`src/rtl/int_to_float_if.sv`:
```
// Operand/result handshake bundle for the int-to-float converter.
// Both channels use the float library's stb/ack protocol: a transfer happens
// on a rising clock edge where the producer's stb and the consumer's ack are
// both high.
interface int_to_float_if;
  logic [31:0] input_a;
  logic        input_a_stb;
  logic        input_a_ack;
  logic [31:0] output_z;
  logic        output_z_stb;
  logic        output_z_ack;

  // Upstream driver / downstream consumer side.
  modport master (
    output input_a, input_a_stb, output_z_ack,
    input  input_a_ack, output_z, output_z_stb
  );

  // Converter side.
  modport slave (
    input  input_a, input_a_stb, output_z_ack,
    output input_a_ack, output_z, output_z_stb
  );
endinterface

```
`src/rtl/int_to_float_sequential.sv`:
```
// Multi-cycle 32-bit two's-complement integer to IEEE-754 binary32 converter,
// round-to-nearest-even, with stb/ack handshakes on operand and result.
// Normalisation shifts one bit per cycle by default. Defining
// INT_TO_FLOAT_LEAD_ZERO_EN replaces the serial shifter with a leading-zero
// counter and a barrel shift, so normalisation takes a single cycle. Results
// are the same in both builds.
module int_to_float_sequential (
  input  logic            clk,
  input  logic            rst,
  int_to_float_if.slave   bus
);

  typedef enum logic [2:0] {
    GET_A,
    CONVERT,
    NORMALISE,
    ROUND,
    PACK,
    PUT_Z
  } state_t;

  state_t             state;
  logic        [31:0] a;
  logic               sign;
  logic        [31:0] mag;
  logic signed [9:0]  exp;
  logic        [22:0] frac;

  // After normalisation mag[31] is the hidden one, so the 24-bit significand
  // carries out only when mag[31:8] is all ones. The 23-bit fraction increment
  // then wraps to zero, which is exactly the fraction of 0x800000.
  logic        [22:0] frac_inc;
  logic               round_up;
  logic               carry;
  logic        [7:0]  exp_biased;

  assign frac_inc   = mag[30:8] + 23'd1;
  assign round_up   = mag[7] && (mag[6] || (|mag[5:0]) || mag[8]);
  assign carry      = round_up && (&mag[30:8]);
  assign exp_biased = exp[7:0] + 8'd127;

`ifdef INT_TO_FLOAT_LEAD_ZERO_EN
  logic [4:0] lz;

  // Priority leading-zero count of the magnitude; the highest set bit wins.
  always_comb begin
    // NOTE: default assignment first so every path drives lz and no latch is inferred.
    lz = 5'd0;
    for (int i = 0; i < 32; i++) begin
      if (mag[i]) lz = 5'(31 - i);
    end
  end
`endif

  // Conversion FSM with registered handshake and result outputs.
  always_ff @(posedge clk or posedge rst) begin
    if (rst) begin
      state            <= GET_A;
      a                <= '0;
      sign             <= 1'b0;
      mag              <= '0;
      exp              <= '0;
      frac             <= '0;
      bus.input_a_ack  <= 1'b0;
      bus.output_z     <= '0;
      bus.output_z_stb <= 1'b0;
    end else begin
      // NOTE: non-blocking assignments throughout, so every branch reads the pre-edge state.
      case (state)
        GET_A: begin
          bus.input_a_ack <= 1'b1;
          if (bus.input_a_ack && bus.input_a_stb) begin
            a               <= bus.input_a;
            bus.input_a_ack <= 1'b0;
            state           <= CONVERT;
          end
        end

        CONVERT: begin
          if (a == 32'd0) begin
            bus.output_z <= 32'd0;
            state        <= PUT_Z;
          end else begin
            sign  <= a[31];
            // 0x80000000 negates to itself, which is the correct magnitude.
            mag   <= a[31] ? (~a + 32'd1) : a;
            exp   <= 10'sd31;
            state <= NORMALISE;
          end
        end

        NORMALISE: begin
`ifdef INT_TO_FLOAT_LEAD_ZERO_EN
          mag   <= mag << lz;
          exp   <= 10'sd31 - $signed({5'd0, lz});
          state <= ROUND;
`else
          if (mag[31]) begin
            state <= ROUND;
          end else begin
            mag <= mag << 1;
            exp <= exp - 10'sd1;
          end
`endif
        end

        ROUND: begin
          frac <= round_up ? frac_inc : mag[30:8];
          if (carry) exp <= exp + 10'sd1;
          state <= PACK;
        end

        PACK: begin
          // Exponent tops out at 158, so the biased value always fits.
          bus.output_z     <= {sign, exp_biased, frac};
          bus.output_z_stb <= 1'b1;
          state            <= PUT_Z;
        end

        PUT_Z: begin
          bus.output_z_stb <= 1'b1;
          if (bus.output_z_stb && bus.output_z_ack) begin
            bus.output_z_stb <= 1'b0;
            state            <= GET_A;
          end
        end

        default: state <= GET_A;
      endcase
    end
  end

endmodule

```
`src/flat_wrapper.sv`:
```
// flat-port wrapper written by rule: the top's interface ports become plain ports
module int_to_float_sequential_flat 
  (clk, rst, bus_input_a, bus_input_a_stb, bus_output_z_ack, bus_input_a_ack, bus_output_z, bus_output_z_stb);
  int_to_float_if bus_i ();
  input  logic clk;
  input  logic rst;
  input wire logic [$bits(bus_i.input_a)-1:0] bus_input_a;
  input wire logic [$bits(bus_i.input_a_stb)-1:0] bus_input_a_stb;
  input wire logic [$bits(bus_i.output_z_ack)-1:0] bus_output_z_ack;
  output wire logic [$bits(bus_i.input_a_ack)-1:0] bus_input_a_ack;
  output wire logic [$bits(bus_i.output_z)-1:0] bus_output_z;
  output wire logic [$bits(bus_i.output_z_stb)-1:0] bus_output_z_stb;
  assign bus_i.input_a = bus_input_a;
  assign bus_i.input_a_stb = bus_input_a_stb;
  assign bus_i.output_z_ack = bus_output_z_ack;
  assign bus_input_a_ack = bus_i.input_a_ack;
  assign bus_output_z = bus_i.output_z;
  assign bus_output_z_stb = bus_i.output_z_stb;
  int_to_float_sequential u_core (.clk(clk), .rst(rst), .bus(bus_i));
endmodule
```
`config.mk`:
```
export PLATFORM = sky130hd
export DESIGN_NAME = int_to_float_sequential_flat
export DESIGN_NICKNAME = d
export VERILOG_FILES = /design/src/rtl/int_to_float_if.sv /design/src/rtl/int_to_float_sequential.sv /design/src/flat_wrapper.sv
export SDC_FILE = /design/constraint.sdc
export NUM_CORES = 1
export LEC_CHECK = 0
export ABC_AREA = 1
export BUFFER_PORTS_ARGS = -buffer_cell sky130_fd_sc_hd__buf_2
export CORE_UTILIZATION = 45
export CTS_BUF_LIST = sky130_fd_sc_hd__clkbuf_2
export DETAILED_ROUTE_END_ITERATION = 8
export PLACE_DENSITY = 0.69
export SLEW_MARGIN = 15
export SYNTH_ARGS = -nofsm -noshare
export SYNTH_HDL_FRONTEND = slang
export SYNTH_SLANG_ARGS = --single-unit
```
`constraint.sdc`:
```
create_clock -name clk -period 4.5 [get_ports clk]
set_clock_uncertainty 0.05 [all_clocks]
set_input_delay 0.225 -clock clk [delete_from_list [all_inputs] [get_ports clk]]
set_output_delay 0.225 -clock clk [all_outputs]
set_load 0.1 [all_outputs]
```
==> impl_metrics.ini, run 1 <==
[power_and_ir_drop]
p_leak_uw = 0.004602
vdd_drop_max_v = 0.0005327
power.density_nw_per_um2 = 847.5

[logic_synthesis]
ys_seq_area_frac = 0.4274
syn_area_per_cell_um2 = 7.339
syn_inst = 1061
ys.flop_type = dfrtp_1
netlist-cell-type-count = 40
syn_area_um2 = 7786
syn_nets = 1107
synth_edf_count = 0
yosys_register_bits = 133
async_flop_share = 1.000
yosysWarnings = 0

[worst_setup_path]
timing.rr.start = u_core.state[0]$_DFFE_PP0P_
r2r_cells = 8
critPathMaxFanout = 33
rrSetupSlack_ns = 1.94
worstSetupPathType = register to register
crit_path_end = u_core.bus.output_z[24]$_DFFE_PP0P_
startpoint = u_core.state[0]$_DFFE_PP0P_
cp.required_ns = 5.05
reg2reg_to = u_core.bus.output_z[24]$_DFFE_PP0P_
cp-end-kind = register
cp-start-kind = register
cp.arrival_ns = 3.11

[global_routing]
overflow = 0
antenna_found_initial = 1
grt_use_met3 = 0.03995
grt_max_degree = 49
grt.busiest_layer = met2
use_met1 = 0.3261
grt_pass1_vias = 6471
grt_use_met2 = 0.3365
grt_pass1_wl_um = 31570
grt_usage = 0.2235

[run]
maxCapViolCount = 0

[timing]
setup_viol = 0
fmax_mhz = 390.6
slew_violations = 0
rsz0062_at_grt = no
tns_ns = 0
relSlewSlack = 0.3466
finalCritPeriodShare = 0.5689
finalHoldViolCount = 0
tightestPinTransition_ns = 0.9778
final.min_clock_period_ns = 2.560

[finish]
nNetsFinal = 1211
layoutNonFillerInstCount = 1399
layout-drive-gt1-share = 0.1503
synthToLayoutAreaGrowth_pct = 16.29

[detailed_routing]
wl_per_cell_um = 13.23
first_pass_iters = 5
dr.first_iter.drc_count = 459
dr_total_vias = 7072
viasPerCell = 5.055
ant_nets = 0
routed_wl_um = 18500
drc_errors = 0

[outcome]
outcome = finished clean

[placed_design]
portBuffers = 69
dp.cells = 1320
globalplace.congestion = 0.8889
hpwl_um = 13200

[clock_tree]
cts_buffers = 17
clock_path_buffers = 2
cts_tree = built
ctsResizeCount = 0
cts_max_level = 4
clock_latency_ns = 0.71
clk_pin_slew_ns = 0.20
cts_root_buf = clkbuf_2
cts.sinks = 133

[floorplanning]
start_util = 0.4646
die_y_um = 133.5
die-area_um2 = 17830
core_um2 = 16760
ioPinCount = 70
die_w_um = 133.5
num_rows = 47

[hold_path]
hold_path.class = input port to async pin
-- what timing repair did --
| item | 4_1_cts | 5_1_grt |
|---|---|---|
| setup buffers | 0 | 0 |
| hold endpoints to repair | 82 | 0 |
| setup endpoints to repair | 0 | 0 |
| hold buffers | 46 | 0 |
-- where the power goes --
part / internal (µW) / switching [µW]
Combinational: 1210 / 3200
Clock: 532 / 454
Sequential: 1760 / 516
-- worst min path at each step --
stage	endpoint	slack (ns)	cells after the start
after floorplan	u_core.a[0]$_DFFE_PP0P_	0.30	2
after global placement	u_core.exp[5]$_DFFE_PP0P_	0.29	2
after detailed placement	u_core.bus.input_a_ack$_DFFE_PP0P_	0.30	2
after CTS	u_core.bus.input_a_ack$_DFFE_PP0P_	0.03	3
after global routing	u_core.bus.output_z[30]$_DFFE_PP0P_	0.06	3
final	u_core.mag[16]$_DFFE_PP0P_	0.06	3
-- synthesized netlist by cell type (10+ instances only) --
library cell	instances	area share
o21ai_2	18	0.020
a21oi_1	13	0.0084
nand4_1	15	0.012
nand2_1	329	0.16
nand3_1	97	0.062
nor3_1	11	0.0071
nor2_2	10	0.0080
clkbuf_1	18	0.0087
xor2_1	13	0.015
o21ai_0	85	0.055
o21ai_1	12	0.0077
nor2_1	101	0.049
inv_1	119	0.057
dfrtp_1	133	0.43
-- per-stage QoR --
step / setup WS (ns) / util / power, µW / cell area (µm²) / hold slack (ns)
after floorplan: 0.6706 / - / 5856 / 7786 / 0.2960
after global placement: 1.957 / 0.4920 / 6559 / 8245 / 0.2866
after detailed placement: 1.900 / 0.4920 / 6644 / 8245 / 0.2983
after CTS: 1.874 / 0.5401 / 7684 / 9052 / 0.02936
after global routing: 1.645 / 0.5403 / 8334 / 9055 / 0.05773
final: 1.940 / 0.5403 / 7674 / 9055 / 0.05986
-- kinds of logic (layout without fill, tap and decap cells) --
| logic type | after synthesis | in the layout | share of synthesized area |
|---|---|---|---|
| simple gates | 595 | 595 | 0.3397 |
| buf+inv | 158 | 275 | 0.08629 |
| compound gates | 151 | 151 | 0.1135 |
| flops | 133 | 133 | 0.4274 |
| xor+xnor | 13 | 13 | 0.01462 |
| fa+ha+maj | 10 | 10 | 0.01703 |
| mux | 1 | 1 | 0.001446 |
| other cells | 0 | 1 | 0 |
-- placed cells by master (no fill, tap or decap), types with 2 or more instances in the layout --
| master | instances |
|---|---|
| bufinv_16 | 7 |
| o21ai_0 | 85 |
| nor3_1 | 11 |
| a21oi_1 | 13 |
| nand4_1 | 15 |
| a21oi_2 | 9 |
| nand2_4 | 5 |
| o21ai_2 | 18 |
| nand3_2 | 2 |
| dlygate4sd3_1 | 46 |
| inv_2 | 3 |
| ha_1 | 9 |
| nor4_1 | 2 |
| clkbuf_2 | 18 |
| nor2_4 | 10 |
| clkinvlp_4 | 2 |
| dfrtp_1 | 133 |
| nand3_1 | 97 |
| o211ai_1 | 3 |
| clkinv_4 | 2 |
| inv_1 | 118 |
| nor2_8 | 2 |
| nor2_2 | 9 |
| xor2_1 | 13 |
| buf_4 | 4 |
| clkinv_2 | 2 |
| o21bai_1 | 2 |
| buf_2 | 69 |
| o22ai_1 | 7 |
| o21ai_1 | 12 |
| inv_4 | 2 |
| nor2_1 | 101 |
| nand2_2 | 8 |
| nand2_1 | 329 |
-- registers in the layout (all words and copies together) (netlist names) --
name / count
u_core.exp: 8
u_core.bus.output_z: 32
u_core.mag: 32
u_core.frac: 23
u_core.bus.input_a_ack: 1
u_core.a: 32
u_core.sign: 1
u_core.bus.output_z_stb: 1
u_core.state: 3
-- area by class of cell --
| type | count | area [µm²] |
|---|---|---|
| inverter | 124 | 475.5 |
| clock buffer | 18 | 90.09 |
| timing repair buffer | 119 | 835.8 |
| antenna | 1 | 2.502 |
| multi-input combinational | 770 | 3791 |
| clock inverter | 14 | 256.5 |
| fill | 1607 | 7705 |
| sequential | 133 | 3328 |
| tap | 220 | 275.3 |
-- layer usage --
metal | vias to the layer above | part of all wire
met5 | - | 0
met4 | 0 | 0.013
met2 | 181 | 0.44
met1 | 3244 | 0.50
met3 | 22 | 0.044
li1 | 3625 | -
-- worst max-delay path, cell delays in order, from the launching register on --
cell	delay, ns
dfrtp_1	0.47
nor2_1	0.16
inv_1	0.09
nor2_2	0.57
inv_1	0.45
nand2_2	0.22
inv_2	0.23
nand2_1	0.13
o21ai_0	0.08
No activity file was read; power rests on OpenSTA's default activity.
==> run 2, diff against run 1 <==
- PLACE_DENSITY: 0.69 -> 0.72
- clock period: 4.5 -> 2 ns (I/O delays scaled with it)
==> impl_metrics.ini, run 2 (synthesis results as in run 1) <==
[outcome]
outcome = finished clean

[detailed_routing]
ant_nets = 0
viasPerCell = 5.056
first_pass_iters = 6
dr.first_iter.drc_count = 417
routed_wl_um = 18440
wl_per_cell_um = 12.97
drc_errors = 0
dr_total_vias = 7189

[floorplanning]
core_um2 = 16760
die_y_um = 133.5
start_util = 0.4646
die-area_um2 = 17830
num_rows = 47
ioPinCount = 70
die_w_um = 133.5

[timing]
tightestPinTransition_ns = 0.7248
final.min_clock_period_ns = 1.896
fmax_mhz = 527.3
finalCritPeriodShare = 0.9482
relSlewSlack = 0.5168
rsz0062_at_grt = yes
finalHoldViolCount = 0
setup_viol = 0
slew_violations = 0
whs_ns = 0.02130

[power_and_ir_drop]
intPower_uw = 7734
p_seq_frac = 0.290
power.density_nw_per_um2 = 1869
p_leak_uw = 0.004702
vdd_drop_max_v = 0.001261
power_switching_uw = 9450
p_clk_frac = 0.088
switching_share = 0.5499
combPwrFrac = 0.622

[global_routing]
grt_pass1_vias = 6470
grt.busiest_layer = met2
grt_usage = 0.2159
grt_use_met3 = 0.04262
grt_max_degree = 134
use_met1 = 0.3070
overflow = 0
grt_use_met2 = 0.3388
antenna_found_initial = 1
grt_pass1_wl_um = 30790

[placed_design]
portBuffers = 69
globalplace.congestion = 0.9086
post_dp_cell_area_um2 = 8459
hpwl_um = 13280

[clock_tree]
cts.sinks = 133
cts_tree = built
cts_max_level = 4
cts_buffers = 17
cts_root_buf = clkbuf_2
clock_latency_ns = 0.70
clk_pin_slew_ns = 0.19
clock_path_buffers = 2

[run]
maxCapViolCount = 0

[finish]
nNetsFinal = 1236
final_util = 0.5486
synthToLayoutAreaGrowth_pct = 18.09
reg_top3 = u_core.a: 32 flops, u_core.bus.output_z: 32 flops, u_core.mag: 32 flops
final_area_um2 = 9195
layout-drive-gt1-share = 0.1865
final_cell_mix = 326 x nand2_1, 132 x dfrtp_1, 117 x inv_1
final_common_cell = nand2_1

[worst_setup_path]
cp-start-kind = register
cp.arrival_ns = 2.50
cp.required_ns = 2.61
cp-end-kind = register
critPathMaxFanout = 9
worstSetupPathType = register to register

[hold_path]
hold_path.class = input port to async pin
run 2: worst max-delay path: stages, from the launching register on:
cell	delay, ns
dfrtp_1	0.43
inv_2	0.06
nor2_4	0.13
nand2_4	0.12
ha_2	0.40
inv_1	0.06
o21bai_2	0.15
inv_1	0.08
nand2_1	0.07
nand2_1	0.05
a21oi_1	0.12
nand3_1	0.08
nand2_1	0.05
run 2: cell type report:
cell class,instances,area [µm²]
multi-input combinational,770,3857
sequential,133,3329
clock buffer,19,95.09
clock inverter,11,112.6
tap,220,275.3
timing repair buffer,144,1033
inverter,124,489.2
antenna,1,2.502
fill,1682,7565
run 2: per-layer routing:
layer  vias to the layer above  wire length (µm)
met3                        13               892
met4                         0               168
li1                       3656                 -
met2                       189              8325
met5                         -                 0
met1                      3331              9053
run 2: worst paths after layout:
path | from | end | slack [ns] | cells after the start
min in group clk | bus_input_a[12] | u_core.a[12]$_DFFE_PP0P_ | 0.08 | 4
hold / removal | rst | u_core.bus.input_a_ack$_DFFE_PP0P_ | 0.02 | 4
max in group asynchronous | rst | u_core.frac[19]$_DFFE_PP0P_ | 1.30 | 4
setup / recovery | u_core.state[1]$_DFFE_PP0P_ | u_core.exp[5]$_DFFE_PP0P_ | 0.10 | 12
hold reg to reg | u_core.bus.output_z[9]$_DFFE_PP0P_ | u_core.bus.output_z[9]$_DFFE_PP0P_ | 0.44 | 2
setup reg to reg | u_core.state[1]$_DFFE_PP0P_ | u_core.exp[5]$_DFFE_PP0P_ | 0.10 | 12
run 2: through the flow:
stage	worst slack [ns]	instances	setup TNS [ns]	total power [µW]
3_3_place_gp	0.1039	1345	0	15060
3_5_place_dp	0.04297	1345	0	15280
6_report	0.1035	1422	0	17180
4_1_cts	0.007900	1410	0	16880
5_1_grt	-0.06190	1422	-0.06807	18700
2_1_floorplan	0.009930	1061	0	13180
run 2: what timing repair did:
action | 4_1_cts | 5_1_grt
gates resized for setup | 1 | 24
hold buffers | 35 | 0
pin swaps | 0 | 3
endpoints found under the hold margin | 169 | 0
setup buffers | 0 | 11
endpoints found under the setup margin | 6 | 77
cloned | 0 | 0
run 2: power groups by stage:
| stage | registers (µW) | clock network (µW) | logic [µW] |
|---|---|---|---|
| after floorplan | 6990 | 0 | 6190 |
| after global placement | 5000 | 0 | 10100 |
| after detailed placement | 5030 | 0 | 10200 |
| after CTS | 4960 | 1570 | 10400 |
| after global routing | 5160 | 1670 | 11900 |
| final | 4990 | 1520 | 10700 |
